[config.mk]
export PLATFORM = sky130hd
export DESIGN_NAME = enc_chan_sched_flat
export DESIGN_NICKNAME = d
export VERILOG_FILES = /design/src/rtl/enc_chan_sched_if.sv /design/src/rtl/enc_chan_sched.sv /design/src/flat_wrapper.sv
export SDC_FILE = /design/constraint.sdc
export NUM_CORES = 1
export LEC_CHECK = 0
export ABC_AREA = 1
export CAP_MARGIN = 20
export CORE_UTILIZATION = 35
export CTS_CLUSTER_SIZE = 30
export DETAILED_ROUTE_END_ITERATION = 8
export DONT_BUFFER_PORTS = 1
export SLEW_MARGIN = 20
export SYNTH_ARGS = -nofsm -noshare
export SYNTH_HDL_FRONTEND = slang
export SYNTH_SLANG_ARGS = --single-unit
[constraint.sdc]
create_clock -name clk -period 6.8 [get_ports clk]
set_input_delay 1.36 -clock clk [delete_from_list [all_inputs] [get_ports clk]]
set_output_delay 1.36 -clock clk [all_outputs]
set_load 0.02 [all_outputs]
[src/rtl/enc_chan_sched_if.sv]
// Signal bundle between the ADPCM channel scheduler and its neighbours.
// Latency: none (wires only).
// Backpressure: none here; the datapath stalls the scheduler through enc_done.
//
// Groups:
//   framing      : fsync, ch_en, clr_err (in); busy, overrun, wdog_err (out)
//   sample buffer: pcm_rd, pcm_ch (out); pcm_in (in)
//   datapath     : enc_start, enc_ch, enc_pcm (out); enc_done, enc_code (in)
//   code buffer  : code_wr, code_ch, code (out)
// The master modport is the scheduler side. The slave modport is the environment side.
interface enc_chan_sched_if #(
    parameter int NCH = 32,
    parameter int CHW = 5
);
    logic           fsync;
    logic [NCH-1:0] ch_en;
    logic           clr_err;
    logic           pcm_rd;
    logic [CHW-1:0] pcm_ch;
    logic [7:0]     pcm_in;
    logic           enc_start;
    logic [CHW-1:0] enc_ch;
    logic [7:0]     enc_pcm;
    logic           enc_done;
    logic [3:0]     enc_code;
    logic           code_wr;
    logic [CHW-1:0] code_ch;
    logic [3:0]     code;
    logic           busy;
    logic           overrun;
    logic           wdog_err;

    modport master (
        input  fsync, ch_en, clr_err, pcm_in, enc_done, enc_code,
        output pcm_rd, pcm_ch, enc_start, enc_ch, enc_pcm,
               code_wr, code_ch, code, busy, overrun, wdog_err
    );

    modport slave (
        output fsync, ch_en, clr_err, pcm_in, enc_done, enc_code,
        input  pcm_rd, pcm_ch, enc_start, enc_ch, enc_pcm,
               code_wr, code_ch, code, busy, overrun, wdog_err
    );
endinterface

[src/rtl/enc_chan_sched.sv]
// Per-frame channel scheduler: reads a sample, runs the shared encoder and stores the code for each enabled channel.
// Latency: fsync -> pcm_rd in 1 cycle and -> enc_start in 3 cycles; enc_done -> code_wr in 1 cycle; at least 5 cycles per channel.
// Backpressure: waits in WAIT for enc_done; an fsync that arrives while busy is dropped and flagged as overrun.
//
// Ports: clk and reset (async, active-high), plus bus (enc_chan_sched_if.master).
//   The bus carries the framing inputs, the sample-buffer read port, the datapath launch/done handshake,
//   the code-buffer write port, and the busy/overrun/wdog_err status outputs.
// Option: define ENC_SCHED_WDOG_EN to build a WAIT-state watchdog of WDOG_CYC cycles.
//   When it fires, the block stores code 0 and sets the sticky wdog_err.
//   Without the macro, wdog_err is tied low.
module enc_chan_sched #(
    parameter int NCH      = 32,
    parameter int CHW      = 5,
    parameter int WDOG_CYC = 64
) (
    input  logic             clk,
    input  logic             reset,
    enc_chan_sched_if.master bus
);
    localparam logic [2:0] IDLE  = 3'd0;
    localparam logic [2:0] LOAD  = 3'd1;
    localparam logic [2:0] CAPT  = 3'd2;
    localparam logic [2:0] START = 3'd3;
    localparam logic [2:0] WAIT  = 3'd4;
    localparam logic [2:0] STORE = 3'd5;

    logic [2:0]     state;
    logic [NCH-1:0] frame_mask;  // channels of this frame that are not yet stored
    logic [NCH-1:0] rest_mask;
    logic [CHW-1:0] cur_ch;
    logic           pcm_rd_q;
    logic           enc_start_q;
    logic           code_wr_q;
    logic [7:0]     enc_pcm_q;
    logic [3:0]     code_q;
    logic           overrun_q;
    logic           wdog_err_q;
    logic           wdog_hit;
    logic           ovr_set;

    // Returns the lowest set bit. The search is bounded to 0..NCH-1, so the index cannot leave range.
    function automatic logic [CHW-1:0] lowest(input logic [NCH-1:0] m);
        lowest = '0;
        for (int i = NCH - 1; i >= 0; i--) begin
            if (m[i]) lowest = CHW'(i);
        end
    endfunction

    // Drop the channel being stored. Whatever remains is strictly above cur_ch.
    assign rest_mask = frame_mask & ~(NCH'(1) << cur_ch);
    assign ovr_set   = bus.fsync && (state != IDLE);

`ifdef ENC_SCHED_WDOG_EN
    localparam int WDW = $clog2(WDOG_CYC + 1);
    logic [WDW-1:0] wdog_cnt;

    // The counter starts at 0 on the first WAIT edge. The watchdog fires on the WDOG_CYC-th WAIT edge without done.
    assign wdog_hit = (state == WAIT) && !bus.enc_done && (wdog_cnt == WDW'(WDOG_CYC - 1));

    always_ff @(posedge clk or posedge reset) begin
        if (reset)              wdog_cnt <= '0;
        else if (state == WAIT) wdog_cnt <= wdog_cnt + 1'b1;
        else                    wdog_cnt <= '0;
    end

    always_ff @(posedge clk or posedge reset) begin
        if (reset)            wdog_err_q <= 1'b0;
        else if (wdog_hit)    wdog_err_q <= 1'b1;
        else if (bus.clr_err) wdog_err_q <= 1'b0;
    end
`else
    assign wdog_hit   = 1'b0;
    assign wdog_err_q = 1'b0;
`endif

    // Sticky overrun flag. A set wins over a clear in the same cycle.
    always_ff @(posedge clk or posedge reset) begin
        if (reset)            overrun_q <= 1'b0;
        else if (ovr_set)     overrun_q <= 1'b1;
        else if (bus.clr_err) overrun_q <= 1'b0;
    end

    always_ff @(posedge clk or posedge reset) begin
        if (reset) begin
            state       <= IDLE;
            frame_mask  <= '0;
            cur_ch      <= '0;
            pcm_rd_q    <= 1'b0;
            enc_start_q <= 1'b0;
            code_wr_q   <= 1'b0;
            enc_pcm_q   <= '0;
            code_q      <= '0;
        end else begin
            pcm_rd_q    <= 1'b0;
            enc_start_q <= 1'b0;
            code_wr_q   <= 1'b0;
            case (state)
                IDLE: begin
                    if (bus.fsync && (|bus.ch_en)) begin
                        frame_mask <= bus.ch_en;
                        cur_ch     <= lowest(bus.ch_en);
                        pcm_rd_q   <= 1'b1;
                        state      <= LOAD;
                    end
                end
                LOAD: state <= CAPT;
                CAPT: begin
                    enc_pcm_q   <= bus.pcm_in;
                    enc_start_q <= 1'b1;
                    state       <= START;
                end
                START: state <= WAIT;
                WAIT: begin
                    if (bus.enc_done) begin
                        code_q    <= bus.enc_code;
                        code_wr_q <= 1'b1;
                        state     <= STORE;
                    end else if (wdog_hit) begin
                        code_q    <= 4'h0;
                        code_wr_q <= 1'b1;
                        state     <= STORE;
                    end
                end
                STORE: begin
                    frame_mask <= rest_mask;
                    if (|rest_mask) begin
                        cur_ch   <= lowest(rest_mask);
                        pcm_rd_q <= 1'b1;
                        state    <= LOAD;
                    end else begin
                        state <= IDLE;
                    end
                end
                default: state <= IDLE;
            endcase
        end
    end

    assign bus.pcm_rd    = pcm_rd_q;
    assign bus.pcm_ch    = cur_ch;
    assign bus.enc_start = enc_start_q;
    assign bus.enc_ch    = cur_ch;
    assign bus.enc_pcm   = enc_pcm_q;
    assign bus.code_wr   = code_wr_q;
    assign bus.code_ch   = cur_ch;
    assign bus.code      = code_q;
    assign bus.busy      = (state != IDLE);
    assign bus.overrun   = overrun_q;
    assign bus.wdog_err  = wdog_err_q;
endmodule

[src/flat_wrapper.sv]
// flat-port wrapper written by rule: the top's interface ports become plain ports
module enc_chan_sched_flat 
#(
    parameter int NCH      = 32,
    parameter int CHW      = 5,
    parameter int WDOG_CYC = 64
)
  (clk, reset, bus_fsync, bus_ch_en, bus_clr_err, bus_pcm_in, bus_enc_done, bus_enc_code, bus_pcm_rd, bus_pcm_ch, bus_enc_start, bus_enc_ch, bus_enc_pcm, bus_code_wr, bus_code_ch, bus_code, bus_busy, bus_overrun, bus_wdog_err);
  enc_chan_sched_if #(.NCH(NCH), .CHW(CHW)) bus_i ();
  input  logic clk;
  input  logic reset;
  input wire logic [$bits(bus_i.fsync)-1:0] bus_fsync;
  input wire logic [$bits(bus_i.ch_en)-1:0] bus_ch_en;
  input wire logic [$bits(bus_i.clr_err)-1:0] bus_clr_err;
  input wire logic [$bits(bus_i.pcm_in)-1:0] bus_pcm_in;
  input wire logic [$bits(bus_i.enc_done)-1:0] bus_enc_done;
  input wire logic [$bits(bus_i.enc_code)-1:0] bus_enc_code;
  output wire logic [$bits(bus_i.pcm_rd)-1:0] bus_pcm_rd;
  output wire logic [$bits(bus_i.pcm_ch)-1:0] bus_pcm_ch;
  output wire logic [$bits(bus_i.enc_start)-1:0] bus_enc_start;
  output wire logic [$bits(bus_i.enc_ch)-1:0] bus_enc_ch;
  output wire logic [$bits(bus_i.enc_pcm)-1:0] bus_enc_pcm;
  output wire logic [$bits(bus_i.code_wr)-1:0] bus_code_wr;
  output wire logic [$bits(bus_i.code_ch)-1:0] bus_code_ch;
  output wire logic [$bits(bus_i.code)-1:0] bus_code;
  output wire logic [$bits(bus_i.busy)-1:0] bus_busy;
  output wire logic [$bits(bus_i.overrun)-1:0] bus_overrun;
  output wire logic [$bits(bus_i.wdog_err)-1:0] bus_wdog_err;
  assign bus_i.fsync = bus_fsync;
  assign bus_i.ch_en = bus_ch_en;
  assign bus_i.clr_err = bus_clr_err;
  assign bus_i.pcm_in = bus_pcm_in;
  assign bus_i.enc_done = bus_enc_done;
  assign bus_i.enc_code = bus_enc_code;
  assign bus_pcm_rd = bus_i.pcm_rd;
  assign bus_pcm_ch = bus_i.pcm_ch;
  assign bus_enc_start = bus_i.enc_start;
  assign bus_enc_ch = bus_i.enc_ch;
  assign bus_enc_pcm = bus_i.enc_pcm;
  assign bus_code_wr = bus_i.code_wr;
  assign bus_code_ch = bus_i.code_ch;
  assign bus_code = bus_i.code;
  assign bus_busy = bus_i.busy;
  assign bus_overrun = bus_i.overrun;
  assign bus_wdog_err = bus_i.wdog_err;
  enc_chan_sched #(.NCH(NCH), .CHW(CHW), .WDOG_CYC(WDOG_CYC)) u_core (.clk(clk), .reset(reset), .bus(bus_i));
endmodule
==> results.py, run 1 <==
metrics = {
    "outcome": {
        "status": "complete, no violations",
    },
    "grt": {
        "grt_max_degree": 57,
        "antenna_found_initial": 0,
        "grt_overflow": 0,
        "first_global_vias": 3115,
        "grt.total_usage": 0.1973,
        "grt_pass1_wl_microns": 15320,
    },
    "yosys": {
        "synth_top_area_cell": "dfrtp_1",
        "yosys_register_bits": 56,
        "syn_area_per_cell_sq_um": 7.141,
        "netlist.area_leader.share": 0.4131,
        "synth.area.mux_share": 0,
        "synth.area.top_cells": "dfrtp_1 41%, nand2_1 15%, nor2_1 9.1%, a221oi_1 6.5%, inv_1 4.1%",
        "yosysWarnings": 0,
        "synth-edff-count": 0,
        "synth-compound-area-share": 0.1870,
        "syn_area_sq_mm": 0.003392,
        "synth-xor-area-share": 0,
        "synth_simple_gate_area_share": 0.2984,
        "ys_types": 40,
        "yosysSeqAreaShare": 0.4131,
        "syn_nets": 524,
        "synth_top_family_by_area": "simple AND/OR/NAND/NOR gates",
        "ys.flop_type": "dfrtp_1",
        "syn_inst": 475,
        "ys_async_sr_fraction": 1.000,
        "synthAdderAreaFrac": 0,
    },
    "die": {
        "die-area_sq_mm": 0.01009,
        "start_util": 0.3636,
        "coreArea_sq_mm": 0.009328,
        "die_h_microns": 100.4,
        "die_w_microns": 100.4,
        "ios": 82,
        "rows": 35,
    },
    "final_layout": {
        "multi_input_comb_area_sq_mm": 0.001660,
        "area_delta_synth_final_pct": 4.426,
        "antenna_cells": 0,
        "ff_latch_area_sq_mm": 0.001401,
        "nNetsFinal": 512,
        "final_common_cell": "nand2_1",
        "n_fill_cell": 991,
        "layout_common_cells": "135 x nand2_1, 81 x nor2_1, 56 x dfrtp_1",
        "drive_above_1_share": 0.07974,
    },
    "sta": {
        "finalMaxSlewViolations": 0,
        "layout_worst_path_cycle_share": 0.5311,
        "min_period_ns": 3.611,
        "rsz0062_at_grt": "false",
        "setup_viol": 0,
        "relSlewSlack": 0.3569,
        "hold_viol": 0,
        "max_freq_mhz": 276.9,
        "tightest_slew_ns": 0.9646,
        "fin_skew_ns": 0.01402,
        "fin_tns_setup_ns": 0,
    },
    "route": {
        "antenna_left": 0,
        "drt-vias-per-instance": 5.239,
        "drc": 0,
        "dr.pass1.iters": 4,
        "drt_iter0_drc": 172,
        "drt-total-wl_microns": 9412,
        "vias": 3107,
        "wl_per_cell_microns": 15.87,
    },
    "clock_network": {
        "clockRootBuffer": "clkbuf_8",
        "cts_buffers": 5,
        "clock_latency_ns": 0.32,
        "cts_buffer_depth": 2,
        "cts.clk_slew.worst_paths_ns": 0.12,
        "post_cts_resized": 0,
        "h-tree-depth": 2,
        "numClockSinks": 56,
        "post-cts-setup-buffers": 0,
        "hold_buffers": 0,
        "cts_tree": "done",
    },
    "worst_setup_path": {
        "start_kind": "register",
        "startpoint": "u_core.bus.code_ch[2]",
        "reg2reg_to": "u_core.bus.code_ch[0]",
        "rrSetupSlack_ns": 3.19,
        "crit_top_cell": "nand2_1",
        "crit_fanout": 15,
        "reg2reg_depth": 35,
        "worst-path-stages": 35,
        "r2r-start": "u_core.bus.code_ch[2]",
        "crit_slowest_cell": "dfrtp_1",
        "path_class": "register to register",
        "crit_end": "u_core.bus.code_ch[0]",
        "timing.critical_path.required_ns": 7.01,
        "critPathBufInv": 0,
        "crit_path_end_kind": "register",
        "slowest_delay_ns": 1.00,
        "cpLargestDelayFamily": "simple AND/OR/NAND/NOR gates",
        "cp.arrival_ns": 3.82,
    },
    "min_path": {
        "min_from": "u_core.frame_mask[0]",
        "hp-class": "register to register",
    },
    "place": {
        "hpwlAfterDp_microns": 7053,
        "gp_congestion": 0.8718,
        "placement.io_buffers": 0,
    },
    "pwr": {
        "cellLeakagePower_nw": 1.543,
        "power.density_mw_per_mm2": 449.6,
        "fin_total_pwr_w": 0.001593,
        "peakVddDrop_mv": 0.1920,
    },
    "run": {
        "cap_violations": 0,
    },
}
metal layers:
layer	global-route usage	wire (microns)	vias up
met5	0	0	-
met4	0.05909	157	0
met3	0.05641	651	13
met2	0.3293	4419	98
met1	0.2476	4184	1452
li1	-	-	1544
area by class of cell:
class | count | share of cell area
multi-input cells | 346 | 0.4687
clock buffers | 5 | 0.01943
well taps | 129 | 0.04557
repair buffers | 4 | 0.008478
inverters | 50 | 0.05440
flip-flops and latches | 56 | 0.3956
clock inverters | 3 | 0.007771
power by group:
group	switching [W]	internal, W	total (W)
clock	0.000122	0.0000760	0.000198
combinational	0.000467	0.000225	0.000692
sequential	0.000216	0.000487	0.000703
total	0.000805	0.000788	0.00159
kinds of logic (layout without fill, tap and decap cells):
family	after synthesis	count (layout)
buffers and inverters	73	62
and+or+nand+nor	250	250
AOI/OAI and AO/OA	95	95
other	1	1
DFF	56	56
cells in the mapped netlist, types with 3 or more instances:
master,number
nand2_1,136
nor2_1,82
dfrtp_1,56
inv_1,37
a221oi_1,25
o21ai_1,24
nand3_1,16
o21ai_0,15
buf_4,12
inv_2,9
a21oi_1,8
clkbuf_1,7
a211oi_1,5
a31oi_1,5
clkinv_1,3
nand4_1,3
nor2_2,3
nor3_1,3
metrics by stage:
| stage | worst slack, ns | util | cell area (sq um) | hold WS [ns] | cells |
|---|---|---|---|---|---|
| 2_1_floorplan | 3.724 | - | 3392 | 0.4428 | 475 |
| 3_3_place_gp | 3.058 | 0.3686 | 3438 | 0.4632 | 585 |
| 3_5_place_dp | 2.851 | 0.3686 | 3438 | 0.4870 | 585 |
| 4_1_cts | 3.198 | 0.3789 | 3535 | 0.5181 | 593 |
| 5_1_grt | 2.750 | 0.3797 | 3542 | 0.5605 | 593 |
| 6_report | 3.189 | 0.3797 | 3542 | 0.5112 | 593 |
how the worst min path moves through the flow:
stage                                 endpoint  cells after the start
after floorplan           u_core.frame_mask[0]                      2
after global placement    u_core.frame_mask[0]                      2
after detailed placement  u_core.frame_mask[0]                      2
after CTS                 u_core.frame_mask[0]                      2
after global routing      u_core.frame_mask[0]                      2
final                     u_core.frame_mask[0]                      2
worst min-delay path: stages (launching register included):
cell	delay [ns]
dfrtp_1	0.37
nand2_1	0.06
nand2_1	0.06
sequential cells by signal, summed over array words and instances (netlist names):
signal                cells
u_core.bus.enc_start      1
u_core.frame_mask        32
u_core.bus.enc_pcm        8
u_core.bus.overrun        1
u_core.bus.code           4
u_core.bus.code_ch        5
u_core.bus.code_wr        1
u_core.bus.pcm_rd         1
u_core.state              3
(Power assumes the default switching activity.)
==> run 2, diff against run 1 <==
clock period = 3.2 ns   (was 6.8 ns; I/O delays follow)
==> results.py, run 2 (same netlist as run 1, synthesis figures left out) <==
metrics = {
    "die": {
        "ios": 82,
        "coreArea_sq_mm": 0.009328,
        "rows": 35,
        "die_w_microns": 100.4,
        "die-area_sq_mm": 0.01009,
        "start_util": 0.3636,
        "die_h_microns": 100.4,
    },
    "clock_network": {
        "cts_buffer_depth": 2,
        "clockRootBuffer": "clkbuf_8",
        "cts_tree": "done",
        "cts.clk_slew.worst_paths_ns": 0.11,
        "clock_latency_ns": 0.31,
        "numClockSinks": 56,
        "h-tree-depth": 2,
        "cts_buffers": 5,
    },
    "sta": {
        "max_freq_mhz": 354.1,
        "worst_slack_ns": 0.3758,
        "setup_viol": 0,
        "rsz0062_at_grt": "true",
        "min_period_ns": 2.824,
        "fin_tns_setup_ns": 0,
        "finalMaxSlewViolations": 0,
        "layout_worst_path_cycle_share": 0.8826,
        "hold_viol": 0,
        "fin_skew_ns": 0.009889,
        "tightest_slew_ns": 0.7491,
        "relSlewSlack": 0.5006,
    },
    "place": {
        "placement.io_buffers": 0,
        "gp_congestion": 0.9438,
        "hpwlAfterDp_microns": 7358,
        "dp_worst_setup_slack_ns": 0.3335,
    },
    "route": {
        "drc": 0,
        "vias": 3218,
        "drt-vias-per-instance": 5.319,
        "wl_per_cell_microns": 15.93,
        "drt_iter0_drc": 203,
        "dr.pass1.iters": 6,
        "drt-total-wl_microns": 9636,
        "antenna_left": 0,
    },
    "worst_setup_path": {
        "startpoint": "u_core.bus.code_ch[2]",
        "cp.arrival_ns": 3.08,
        "crit_fanout": 8,
        "slowest_delay_ns": 0.49,
        "rrSetupSlack_ns": 0.38,
        "crit_slowest_cell": "dfrtp_2",
        "r2r-start": "u_core.bus.code_ch[2]",
        "start_kind": "register",
        "crit_top_cell": "nand2_1",
        "reg2reg_to": "u_core.bus.code_ch[0]",
        "path_class": "register to register",
        "reg2reg_depth": 32,
        "crit_path_end_kind": "register",
        "timing.critical_path.required_ns": 3.45,
        "crit_end": "u_core.bus.code_ch[0]",
    },
    "final_layout": {
        "largest_reg_flops": 32,
        "antenna_cells": 0,
        "layout_common_cells": "136 x nand2_1, 80 x nor2_1, 53 x dfrtp_1",
        "fin_util": 0.3969,
        "area_delta_synth_final_pct": 9.148,
        "nNetsFinal": 524,
        "drive_above_1_share": 0.1155,
        "largest-register": "u_core.frame_mask",
        "final_common_cell": "nand2_1",
    },
    "grt": {
        "grt_max_degree": 57,
        "grt.total_usage": 0.2053,
        "grt_pass1_wl_microns": 16040,
        "grt_overflow": 0,
        "antenna_found_initial": 0,
        "first_global_vias": 3280,
    },
    "run": {
        "cap_violations": 0,
    },
    "pwr": {
        "cellLeakagePower_nw": 1.618,
        "power.density_mw_per_mm2": 974.5,
        "peakVddDrop_mv": 0.4920,
    },
    "outcome": {
        "status": "complete, no violations",
    },
    "min_path": {
        "hp-class": "primary input to async pin",
    },
}
## run 2: through the flow
stage          power, W  std cells  area (sq um)  hold slack (ns)
2_1_floorplan  0.002674        475          3392           0.4428
3_5_place_dp   0.003057        596          3521           0.4807
6_report       0.003608        605          3702           0.4148
3_3_place_gp   0.003032        596          3521           0.4635
5_1_grt        0.003924        605          3702           0.4276
4_1_cts        0.003543        604          3632           0.4220
## run 2: critical path: cells and delay by family, from the launching register on
| family | cells | cell delay [ns] |
|---|---|---|
| and+or+nand+nor | 28 | 1.67 |
| DFF | 1 | 0.49 |
| AOI/OAI and AO/OA | 2 | 0.31 |
| buffers and inverters | 2 | 0.29 |
## run 2: worst min path at each step
stage / cells after the start / to / from / slack, ns
after CTS: 2 / u_core.bus.code[2] / bus_enc_code[2] / 0.42
after detailed placement: 2 / u_core.frame_mask[0] / u_core.frame_mask[0] / 0.48
after global placement: 2 / u_core.frame_mask[0] / u_core.frame_mask[0] / 0.46
after floorplan: 2 / u_core.frame_mask[0] / u_core.frame_mask[0] / 0.44
final: 2 / u_core.bus.enc_pcm[2] / reset / 0.41
after global routing: 2 / u_core.bus.code[0] / bus_enc_code[0] / 0.43
## run 2: metal layers
layer  wire length (microns)  vias up  track usage
met1                    4104     1488       0.2619
met4                     272        0      0.07692
met2                    4459      140       0.3367
met5                       0        -            0
li1                        -     1566            -
met3                     800       24      0.05014
## run 2: repair_timing
| action | 4_1_cts | 5_1_grt |
|---|---|---|
| hold buffers | 0 | 0 |
| setup buffers | 0 | 1 |
| setup endpoints to repair | 0 | 1 |
| resized for setup | 0 | 17 |
## run 2: final cells by class
cell class	count	area (sq um)
repair buffers	16	120.1
inverters	50	197.7
well taps	129	161.4
clock buffers	5	68.82
clock inverters	3	42.54
flip-flops and latches	56	1405
multi-input cells	346	1707
fillers	999	5625
## run 2: report_power, final
part	switching [W]	internal, W
Combinational	0.00115	0.000571
Clock	0.000242	0.000232
Sequential	0.000372	0.00104
